### src/rtl/coherence_pkg.sv
// Shared types for the coherence bus controller: FSM states, RAM handshake and beat-counter sizing.
package coherence_pkg;

  typedef enum logic [2:0] {
    IDLE,
    IFETCH,
    WB,
    SNOOP,
    C2C,
    M2C,
    INV
  } ctrl_state_t;

  typedef enum logic [1:0] {
    FREE,
    BUSY,
    ACCESS,
    ERROR
  } ramstate_t;

  // Beat counter width; a single-word block still needs one bit.
  function automatic int unsigned beat_width(input int unsigned words);
    return (words > 1) ? $clog2(words) : 1;
  endfunction

endpackage

### src/rtl/coherence_bus_ctrl_rr_arbiter.sv
// Round-robin picker: first asserted request at or after ptr_i, wrapping N-1 -> 0.
module rr_arbiter #(
  parameter  int unsigned N     = 2,
  localparam int unsigned IDX_W = (N > 1) ? $clog2(N) : 1
) (
  input  logic [N-1:0]     req_i,
  input  logic [IDX_W-1:0] ptr_i,
  output logic [N-1:0]     grant_o,
  output logic [IDX_W-1:0] idx_o
);

  logic             found;
  logic [IDX_W-1:0] k;

  always_comb begin
    grant_o = '0;
    idx_o   = '0;
    found   = 1'b0;
    k       = '0;
    for (int unsigned i = 0; i < N; i++) begin
      k = IDX_W'((32'(ptr_i) + i) % N);
      if (!found && req_i[k]) begin
        found      = 1'b1;
        grant_o[k] = 1'b1;
        idx_o      = k;
      end
    end
  end

endmodule

### src/rtl/coherence_bus_ctrl.sv
// MSI snooping bus controller: round-robin over I/D ports, cache-to-cache transfer, block bursts to one RAM port.
// Optional COHERENCE_STATS_EN adds saturating C2C/M2C/INV transaction counters.
module coherence_bus_ctrl
  import coherence_pkg::*;
#(
  parameter int unsigned CPUS        = 2,
  parameter int unsigned ADDR_W      = 32,
  parameter int unsigned WORD_W      = 32,
  parameter int unsigned BLOCK_WORDS = 2
) (
  input  logic                   CLK,
  input  logic                   RST,
  input  logic [CPUS-1:0]        iREN,
  input  logic [CPUS*ADDR_W-1:0] iaddr,
  output logic [CPUS-1:0]        iwait,
  output logic [CPUS*WORD_W-1:0] iload,
  input  logic [CPUS-1:0]        dREN,
  input  logic [CPUS-1:0]        dWEN,
  input  logic [CPUS*ADDR_W-1:0] daddr,
  input  logic [CPUS*WORD_W-1:0] dstore,
  output logic [CPUS-1:0]        dwait,
  output logic [CPUS*WORD_W-1:0] dload,
  input  logic [CPUS-1:0]        ccwrite,
  input  logic [CPUS-1:0]        cctrans,
  output logic [CPUS-1:0]        ccwait,
  output logic [CPUS-1:0]        ccinv,
  output logic [CPUS*ADDR_W-1:0] ccsnoopaddr,
  output logic                   ramREN,
  output logic                   ramWEN,
  output logic [ADDR_W-1:0]      ramaddr,
  output logic [WORD_W-1:0]      ramstore,
  input  logic [WORD_W-1:0]      ramload,
  input  ramstate_t              ramstate
`ifdef COHERENCE_STATS_EN
  ,
  output logic [15:0]            stat_c2c,
  output logic [15:0]            stat_m2c,
  output logic [15:0]            stat_inv
`endif
);

  localparam int unsigned IDX_W     = (CPUS > 1) ? $clog2(CPUS) : 1;
  localparam int unsigned BEAT_W    = beat_width(BLOCK_WORDS);
  localparam logic [BEAT_W-1:0] LAST_BEAT = BEAT_W'(BLOCK_WORDS - 1);
  localparam logic [IDX_W-1:0]  LAST_IDX  = IDX_W'(CPUS - 1);

  ctrl_state_t       state_q, state_d;
  logic [IDX_W-1:0]  rr_ptr_q, rr_ptr_d, req_q, req_d, src_q, src_d;
  logic [BEAT_W-1:0] beat_q, beat_d;
  logic [CPUS-1:0]   d_req, d_grant, i_grant, req_oh, src_cand;
  logic [IDX_W-1:0]  d_idx, i_idx;
  logic              access, last_beat;
  logic [ADDR_W-1:0] req_daddr;
  logic [WORD_W-1:0] req_dstore, src_dstore;

  assign d_req      = dREN | dWEN | ccwrite;
  assign access     = (ramstate == ACCESS);
  assign last_beat  = access && (beat_q == LAST_BEAT);
  assign req_oh     = CPUS'(1) << req_q;
  assign src_cand   = cctrans & ~req_oh;
  assign req_daddr  = daddr[req_q*ADDR_W +: ADDR_W];
  assign req_dstore = dstore[req_q*WORD_W +: WORD_W];
  assign src_dstore = dstore[src_q*WORD_W +: WORD_W];

  // Data-side requests share one pointer with instruction fetches; D class always wins.
  rr_arbiter #(.N(CPUS)) u_d_arb (.req_i(d_req), .ptr_i(rr_ptr_q), .grant_o(d_grant), .idx_o(d_idx));
  rr_arbiter #(.N(CPUS)) u_i_arb (.req_i(iREN),  .ptr_i(rr_ptr_q), .grant_o(i_grant), .idx_o(i_idx));

  always_ff @(posedge CLK) begin
    if (RST) begin
      state_q  <= IDLE;
      rr_ptr_q <= '0;
      req_q    <= '0;
      src_q    <= '0;
      beat_q   <= '0;
    end else begin
      state_q  <= state_d;
      rr_ptr_q <= rr_ptr_d;
      req_q    <= req_d;
      src_q    <= src_d;
      beat_q   <= beat_d;
    end
  end

  always_comb begin
    state_d  = state_q;
    rr_ptr_d = rr_ptr_q;
    req_d    = req_q;
    src_d    = src_q;
    beat_d   = beat_q;
    case (state_q)
      IDLE: begin
        beat_d = '0;
        if (|d_grant) begin
          req_d    = d_idx;
          rr_ptr_d = (d_idx == LAST_IDX) ? '0 : d_idx + IDX_W'(1);
          if (|(d_grant & dREN))      state_d = SNOOP;
          else if (|(d_grant & dWEN)) state_d = WB;
          else                        state_d = INV;
        end else if (|i_grant) begin
          req_d    = i_idx;
          rr_ptr_d = (i_idx == LAST_IDX) ? '0 : i_idx + IDX_W'(1);
          state_d  = IFETCH;
        end
      end
      IFETCH: if (access) state_d = IDLE;
      SNOOP: begin
        // Lowest-numbered Modified holder supplies the block.
        for (int j = int'(CPUS) - 1; j >= 0; j--) begin
          if (src_cand[j]) src_d = IDX_W'(j);
        end
        state_d = (|src_cand) ? C2C : M2C;
      end
      WB, C2C, M2C: begin
        if (last_beat) begin
          beat_d  = '0;
          state_d = IDLE;
        end else if (access) begin
          beat_d = beat_q + BEAT_W'(1);
        end
      end
      INV:     state_d = IDLE;
      default: state_d = IDLE;
    endcase
  end

  // Bus outputs decode from the current state; everything is gated to the latched requester.
  always_comb begin
    iwait       = '1;
    iload       = '0;
    dwait       = '1;
    dload       = '0;
    ccwait      = '0;
    ccinv       = '0;
    ccsnoopaddr = '0;
    ramREN      = 1'b0;
    ramWEN      = 1'b0;
    ramaddr     = '0;
    ramstore    = '0;
    case (state_q)
      IFETCH: begin
        ramREN  = 1'b1;
        ramaddr = iaddr[req_q*ADDR_W +: ADDR_W];
        if (access) begin
          iwait[req_q]                  = 1'b0;
          iload[req_q*WORD_W +: WORD_W] = ramload;
        end
      end
      WB: begin
        ramWEN   = 1'b1;
        ramaddr  = req_daddr;
        ramstore = req_dstore;
        if (access) dwait[req_q] = 1'b0;
      end
      SNOOP, INV: begin
        ccwait                              = ~req_oh;
        ccsnoopaddr                         = {CPUS{req_daddr}};
        ccsnoopaddr[req_q*ADDR_W +: ADDR_W] = '0;
        if (state_q == INV) begin
          ccinv        = ~req_oh;
          dwait[req_q] = 1'b0;
        end else if (ccwrite[req_q]) begin
          ccinv = ~req_oh;
        end
      end
      C2C: begin
        ccwait[src_q] = 1'b1;
        ramWEN        = 1'b1;
        ramaddr       = req_daddr;
        ramstore      = src_dstore;
        if (access) begin
          dwait[req_q]                  = 1'b0;
          dload[req_q*WORD_W +: WORD_W] = src_dstore;
        end
      end
      M2C: begin
        ramREN  = 1'b1;
        ramaddr = req_daddr;
        if (access) begin
          dwait[req_q]                  = 1'b0;
          dload[req_q*WORD_W +: WORD_W] = ramload;
        end
      end
      default: ;
    endcase
  end

`ifdef COHERENCE_STATS_EN
  logic [15:0] stat_c2c_q, stat_c2c_d, stat_m2c_q, stat_m2c_d, stat_inv_q, stat_inv_d;

  always_comb begin
    stat_c2c_d = stat_c2c_q;
    stat_m2c_d = stat_m2c_q;
    stat_inv_d = stat_inv_q;
    if (state_q == C2C && last_beat && stat_c2c_q != 16'hFFFF) stat_c2c_d = stat_c2c_q + 16'd1;
    if (state_q == M2C && last_beat && stat_m2c_q != 16'hFFFF) stat_m2c_d = stat_m2c_q + 16'd1;
    if (state_q == INV && stat_inv_q != 16'hFFFF)              stat_inv_d = stat_inv_q + 16'd1;
  end

  always_ff @(posedge CLK) begin
    if (RST) begin
      stat_c2c_q <= '0;
      stat_m2c_q <= '0;
      stat_inv_q <= '0;
    end else begin
      stat_c2c_q <= stat_c2c_d;
      stat_m2c_q <= stat_m2c_d;
      stat_inv_q <= stat_inv_d;
    end
  end

  assign stat_c2c = stat_c2c_q;
  assign stat_m2c = stat_m2c_q;
  assign stat_inv = stat_inv_q;
`endif

endmodule

### config.mk
export PLATFORM = sky130hd
export DESIGN_NAME = coherence_bus_ctrl
export DESIGN_NICKNAME = d
export VERILOG_FILES = /design/src/rtl/coherence_pkg.sv /design/src/rtl/coherence_bus_ctrl_rr_arbiter.sv /design/src/rtl/coherence_bus_ctrl.sv
export SDC_FILE = /design/constraint.sdc
export NUM_CORES = 1
export LEC_CHECK = 0
export ABC_AREA = 1
export BUFFER_PORTS_ARGS = -buffer_cell sky130_fd_sc_hd__buf_2
export CORE_AREA = 10 10 188 190
export DETAILED_ROUTE_END_ITERATION = 16
export DIE_AREA = 0 0 198 200
export PLACE_DENSITY = 0.4
export REMOVE_ABC_BUFFERS = 1
export SYNTH_ARGS = -nofsm -noshare
export SYNTH_HDL_FRONTEND = slang
export SYNTH_SLANG_ARGS = --single-unit
### constraint.sdc
create_clock -name CLK -period 1.6 [get_ports CLK]
set_clock_uncertainty 0.2 [all_clocks]
set_input_delay 0.32 -clock CLK [delete_from_list [all_inputs] [get_ports CLK]]
set_output_delay 0.32 -clock CLK [all_outputs]
set_load 0.02 [all_outputs]
# --- Word-level counts from Yosys, hierarchy flattened ---
# Cells that the tools add are included.
op_classes:
  n_mux: 65
  n_eq_ne: 11
  n_addsub: 5
  shifts: 9
  magnitude_cmp: 8
  bitwise_logic: 11
  reduce_logical: 26
op_table:
  columns: ["op", "n"]
  rows:
  - ["64-bit two-way mux", 4]
  - ["64-bit by 7-bit indexed part select with 32-bit output", 4]
  - ["64-bit bitwise AND", 2]
  - ["32-bit case mux with 2 select lines", 2]
  - ["64-bit case mux with 2 select lines", 1]
  - ["32-bit by 34-bit indexed part select with 64-bit output", 2]
  - ["64-bit bitwise mux", 1]
  - ["32-bit by 34-bit variable shift with 64-bit output (first input constant)", 1]
  - ["32-bit by 34-bit indexed part select with 64-bit output (first input constant)", 1]
  - ["6-bit negation with 34-bit output", 1]
  - ["1-bit two-way mux", 33]
  - ["2-bit two-way mux", 10]
  - ["3-bit two-way mux", 6]
  - ["2-bit OR reduction", 8]
  - ["3-bit case mux with 4 select lines", 1]
  - ["3-bit == test (second input constant)", 3]
  - ["1-bit by 2-bit < comparator with 1-bit output (second input constant)", 4]
  - ["2-bit OR", 4]
  - ["2-bit case mux with 2 select lines", 2]
  - ["1-bit logical AND", 7]
  - ["2-bit bitwise AND", 3]
  - ["3-bit by 2-bit == test with 1-bit output (second input constant)", 2]
  - ["2-bit AND reduction", 3]
  - ["2-bit nonzero test", 3]
  - ["other kinds (16)", 27]
word_totals:
  in_bits: 238
  output_inout_bits: 266
  word_cells: 140
  register_bits: 7

# --- Logic depth before layout (Yosys ltp) ---
logic_depth:
  word_depth: 14
  mapped_depth: 9
  depth_no_buf: 9

# --- Cells and area by module ---
# A second synthesis with hierarchy kept.
hier_totals:
  cells_unflattened: 954
  area_unflattened_um2: 4136.5
by_module_without_submodules:
  columns: ["mod", "seq_area_each_um2", "area_per_inst_um2", "cells_per_inst", "n_inst"]
  rows:
  - ["coherence_bus_ctrl", 140.1, 4083.9, 943, 1]
  - ["rr_arbiter at u_d_arb", 0.0, 28.8, 5, 1]
  - ["rr_arbiter at u_i_arb", 0.0, 23.8, 6, 1]

# --- Worst setup path after synthesis ---
# No wires, ideal clock.
synth_timing:
  path_type: "reg-to-output"
  from: "register req_q"
  to: "output ramaddr[11]"
  arrival_ns: 1.606
  path_buffers: 3
  setup_slack_ns: -0.526
  stages_incl_launch_ff: 6
  t_required_ns: 1.080
  path_cell_list: "dfxtp_1 buf_4 buf_4 buf_2 nor2_1 o41ai_1"
synth_between:
  elab_chain_len: 2
  elab_cells_between_ends: 3
synth_lines:
  columns: ["element", "line", "text"]
  rows:
  - ["from (decl)", "coherence_bus_ctrl.sv:48", "logic [IDX_W-1:0] rr_ptr_q, rr_ptr_d, req_q, req_d, src_q, src_d;"]
  - ["from (signal assigned)", "coherence_bus_ctrl.sv:79", "req_q <= req_d;"]
  - ["64-bit by 7-bit indexed part select with 32-bit output, on equally long branches", "coherence_bus_ctrl.sv:61, coherence_bus_ctrl.sv:143", null]
  - ["32-bit case mux with 2 select lines (*)", "coherence_bus_ctrl.sv:140", "case (state_q)"]
  - ["to (decl)", "coherence_bus_ctrl.sv:30", "output logic [ADDR_W-1:0] ramaddr,"]
# Every way passes the cells marked *; elsewhere a longest branch is shown, timed or not.

# --- Worst setup path after layout ---
layout_timing:
  from: "register req_q"
  to: "output dload[48]"
layout_between:
  elab_chain_len: 5
  elab_cells_between_ends: 9
layout_lines:
  columns: ["element", "line", "text"]
  rows:
  - ["6-bit negation with 34-bit output (*)", "coherence_bus_ctrl.sv:173, coherence_bus_ctrl.sv:181", null]
  - ["32-bit by 34-bit indexed part select with 64-bit output, or another cell as far along", "coherence_bus_ctrl.sv:181", "dload[req_q*WORD_W +: WORD_W] = ramload;"]
  - ["64-bit bitwise AND (no source line)", null, null]
  - ["64-bit two-way mux, on equally long branches", "coherence_bus_ctrl.sv:179, coherence_bus_ctrl.sv:171", null]
  - ["64-bit case mux with 2 select lines (*)", "coherence_bus_ctrl.sv:140", null]
  - ["to (decl)", "coherence_bus_ctrl.sv:22", "output logic [CPUS*WORD_W-1:0] dload,"]
# Marked as above.

==> results.json <==
{
  "status": "finished with violations",
  "violations": "setup timing",
  "die_h_um": 200,
  "hold_violations": 0,
  "crit_chain": "inv_8 > buf_12 > buf_12 > nor2_4 > nand2_4 > clkbuf_16 > nor2_1 > buf_4",
  "p_comb_share_pct": 94.7,
  "synthCells": 822,
  "vias": 8560,
  "hp-start": "RST",
  "utilization_pct": 39.2,
  "die_w_um": 198,
  "r2r_cells": 9,
  "crit_family": "buffers and inverters",
  "final_cell_mix": "buf_4, buf_2, nor2_1",
  "ys.flop_type": "dfxtp_1",
  "hp-class": "primary input to flip-flop",
  "switching_share_pct": 52.3,
  "first_global_vias": 9052,
  "worst-path-buf-inv": 5,
  "clock_power_share_pct": 2.8,
  "nNetsFinal": 1716,
  "synthesis.area_mm2": 0.00422,
  "fill_cells": 3271,
  "rows": 65,
  "ys_warn_count": 0,
  "wl_mm": 42.0,
  "crit_top_cell": "buf_12",
  "p_per_area_mw_per_mm2": 1270,
  "dpl.hpwl_mm": 32.5,
  "grtUsageTotal_pct": 19.1,
  "hold_end": "src_q",
  "cts_made_buffers": 3,
  "synthDistinctLibCells": 30,
  "ant_nets": 0,
  "grt_setup_unrepaired": "true",
  "critPathMaxFanout": 16,
  "drtIter0Drc": 276,
  "min_period_ps": 2310,
  "max_slew_margin_pct": 66.5,
  "die_area_mm2": 0.0396,
  "synth_seq_cells": 7,
  "whs_path_depth": 2,
  "fin_tns_setup_ps": -154060,
  "switching_power_mw": 8.20,
  "setup_slack_ps": -712,
  "synth_edf_count": 0,
  "clock_path_buffers": 2,
  "cts_hold_buf": 0,
  "io_buffers": 503,
  "setup_viol": 273,
  "areaGrowthSynthToFinish_pct": 191,
  "leakage_nw": 6.02,
  "mostFrequentLayoutCell": "buf_4",
  "internal_power_mw": 7.49,
  "drive_gt1_share_pct": 66.8,
  "place_congestion": 0.889,
  "end_kind": "output pin",
  "clock-sinks": 7,
  "antenna_found_initial": 13,
  "post-route-period-util_pct": 144,
  "io_pins": 504,
  "cts_htree_levels": 1,
  "vias_per_cell": 4.54,
  "cts_tree": "built",
  "initial_core_util_pct": 13.5,
  "async_reset_ff_share_pct": 0,
  "power.total_mw": 15.7,
  "r2r_start": "state_q[1]",
  "rr_endpoint": "state_q[0]",
  "slew_violations": 0,
  "drc": 0,
  "path_class": "flip-flop to output pin",
  "clock.fmax_mhz": 433,
  "worst_slew_pin_slew_ps": 498,
  "clock_latency_ps": 230,
  "grt_max_degree": 35,
  "vdd_ir_drop_max_mv": 0.645,
  "max_stage_delay_ps": 460,
  "seqPwrFrac_pct": 2.5,
  "worstSetupStartpointType": "flip-flop",
  "cts.clk_slew.worst_paths_ps": 40,
  "cp_slowest_cell": "dfxtp_4",
  "critical_path_required_ps": 1080,
  "crit_arrival_ps": 1790,
  "cap_violations": 0,
  "cts-root-buf": "clkbuf_16",
  "grt_pass1_wl_mm": 58.1,
  "gr-total-overflow": 0,
  "postSynthAreaPerCell_um2": 5.14,
  "r2r_setup_slack_ps": -180,
  "seq_area_frac_synth_pct": 3.32,
  "drt_pass1_iterations": 4,
  "coreArea_mm2": 0.0314,
  "wl_per_cell_um": 22.3
}
-- synthesized netlist by cell type (6+ instances only) --
cell type  instances  area, um^2
clkbuf_1          31         116
or2_0             10        62.6
inv_1             73         274
o21ai_0           37         185
dfxtp_1            7         140
a21oi_1           38         190
nand3_1            6        30.0
nor2_1           304        1140
buf_4              6        45.0
or2_1             19         119
buf_2             28         140
o41ai_1           32         280
nand2_1          102         383
o21a_1            32         240
inv_2              7        26.3
o31ai_1           32         240
o211ai_2          30         375
-- worst reg2reg max path: stages, from the launching register on --
cell and delay, ps:
dfxtp_4 400, buf_8 260, nor2_4 80, buf_4 150, buf_4 130, buf_4 120
nand2_2 90, nand4_1 100, nor2_1 100, nor2_1 40
-- flip-flops by register name, indices dropped and copies added, names as in the netlist --
register,cells
req_q,1
rr_ptr_q,1
state_q,3
beat_q,1
src_q,1
-- worst max-delay path by stage --
stage	start	end	slack, ps	cells past startpoint
finish	req_q	dload[48]	-710	8
global route	req_q	dload[62]	-780	8
CTS	state_q[1]	dload[25]	-670	9
detailed placement	state_q[1]	ramstore[30]	-650	7
global placement	state_q[1]	ramstore[30]	-620	7
floorplan	req_q	iload[32]	-3620	4
-- power by group through the flow --
stage | Combinational, mW | Sequential, mW | Clock [mW]
finish | 14.9 | 0.391 | 0.432
global route | 15.7 | 0.404 | 0.451
CTS | 13.6 | 0.394 | 0.445
detailed placement | 9.53 | 0.341 | 0
global placement | 9.55 | 0.340 | 0
floorplan | 4.36 | 0.561 | 0
-- per-stage QoR --
step                worst slack [ps]  cells  cell area [um^2]  hold WS, ps
finish                          -712   1886             12300          100
global route                    -785   1881             12300          117
CTS                             -668   1860             11100         97.3
detailed placement              -653   1811              8380          292
global placement                -615   1811              8380          291
floorplan                      -3620    753              3880          189
-- repair_timing --
item	in CTS	in global routing
setup buffers	33	18
endpoints found under the setup margin	270	273
gates resized for setup	577	226
pin swaps	26	26
cloned	12	4
-- cell families (layout without fill, tap and decap cells) --
family | count (synthesis) | after routing | synth area share [%]
flops | 7 | 7 | 3.32
simple gates | 460 | 460 | 44.7
compound gates | 205 | 205 | 36.5
other cells | 0 | 7 | 0
buf+inv | 150 | 805 | 15.4
-- routing by layer --
metal	global-route usage [%]	wire [um]	vias to the layer above
met3	5.14	3240	71
met4	5.47	1470	12
met5	0	68	-
met2	34.8	20800	415
met1	21.3	16500	4029
li1	-	-	4033
-- area by class of cell --
type / instances / area (um^2) / share of cell area (%)
flip-flops and latches: 7 / 156 / 1.27
inverters: 81 / 344 / 2.80
well taps: 402 / 503 / 4.09
multi-input cells: 665 / 5090 / 41.4
repair buffers: 720 / 6120 / 49.7
clock buffers: 4 / 78.8 / 0.641
diodes: 7 / 17.5 / 0.142
Power figures use the tool's default switching activity.
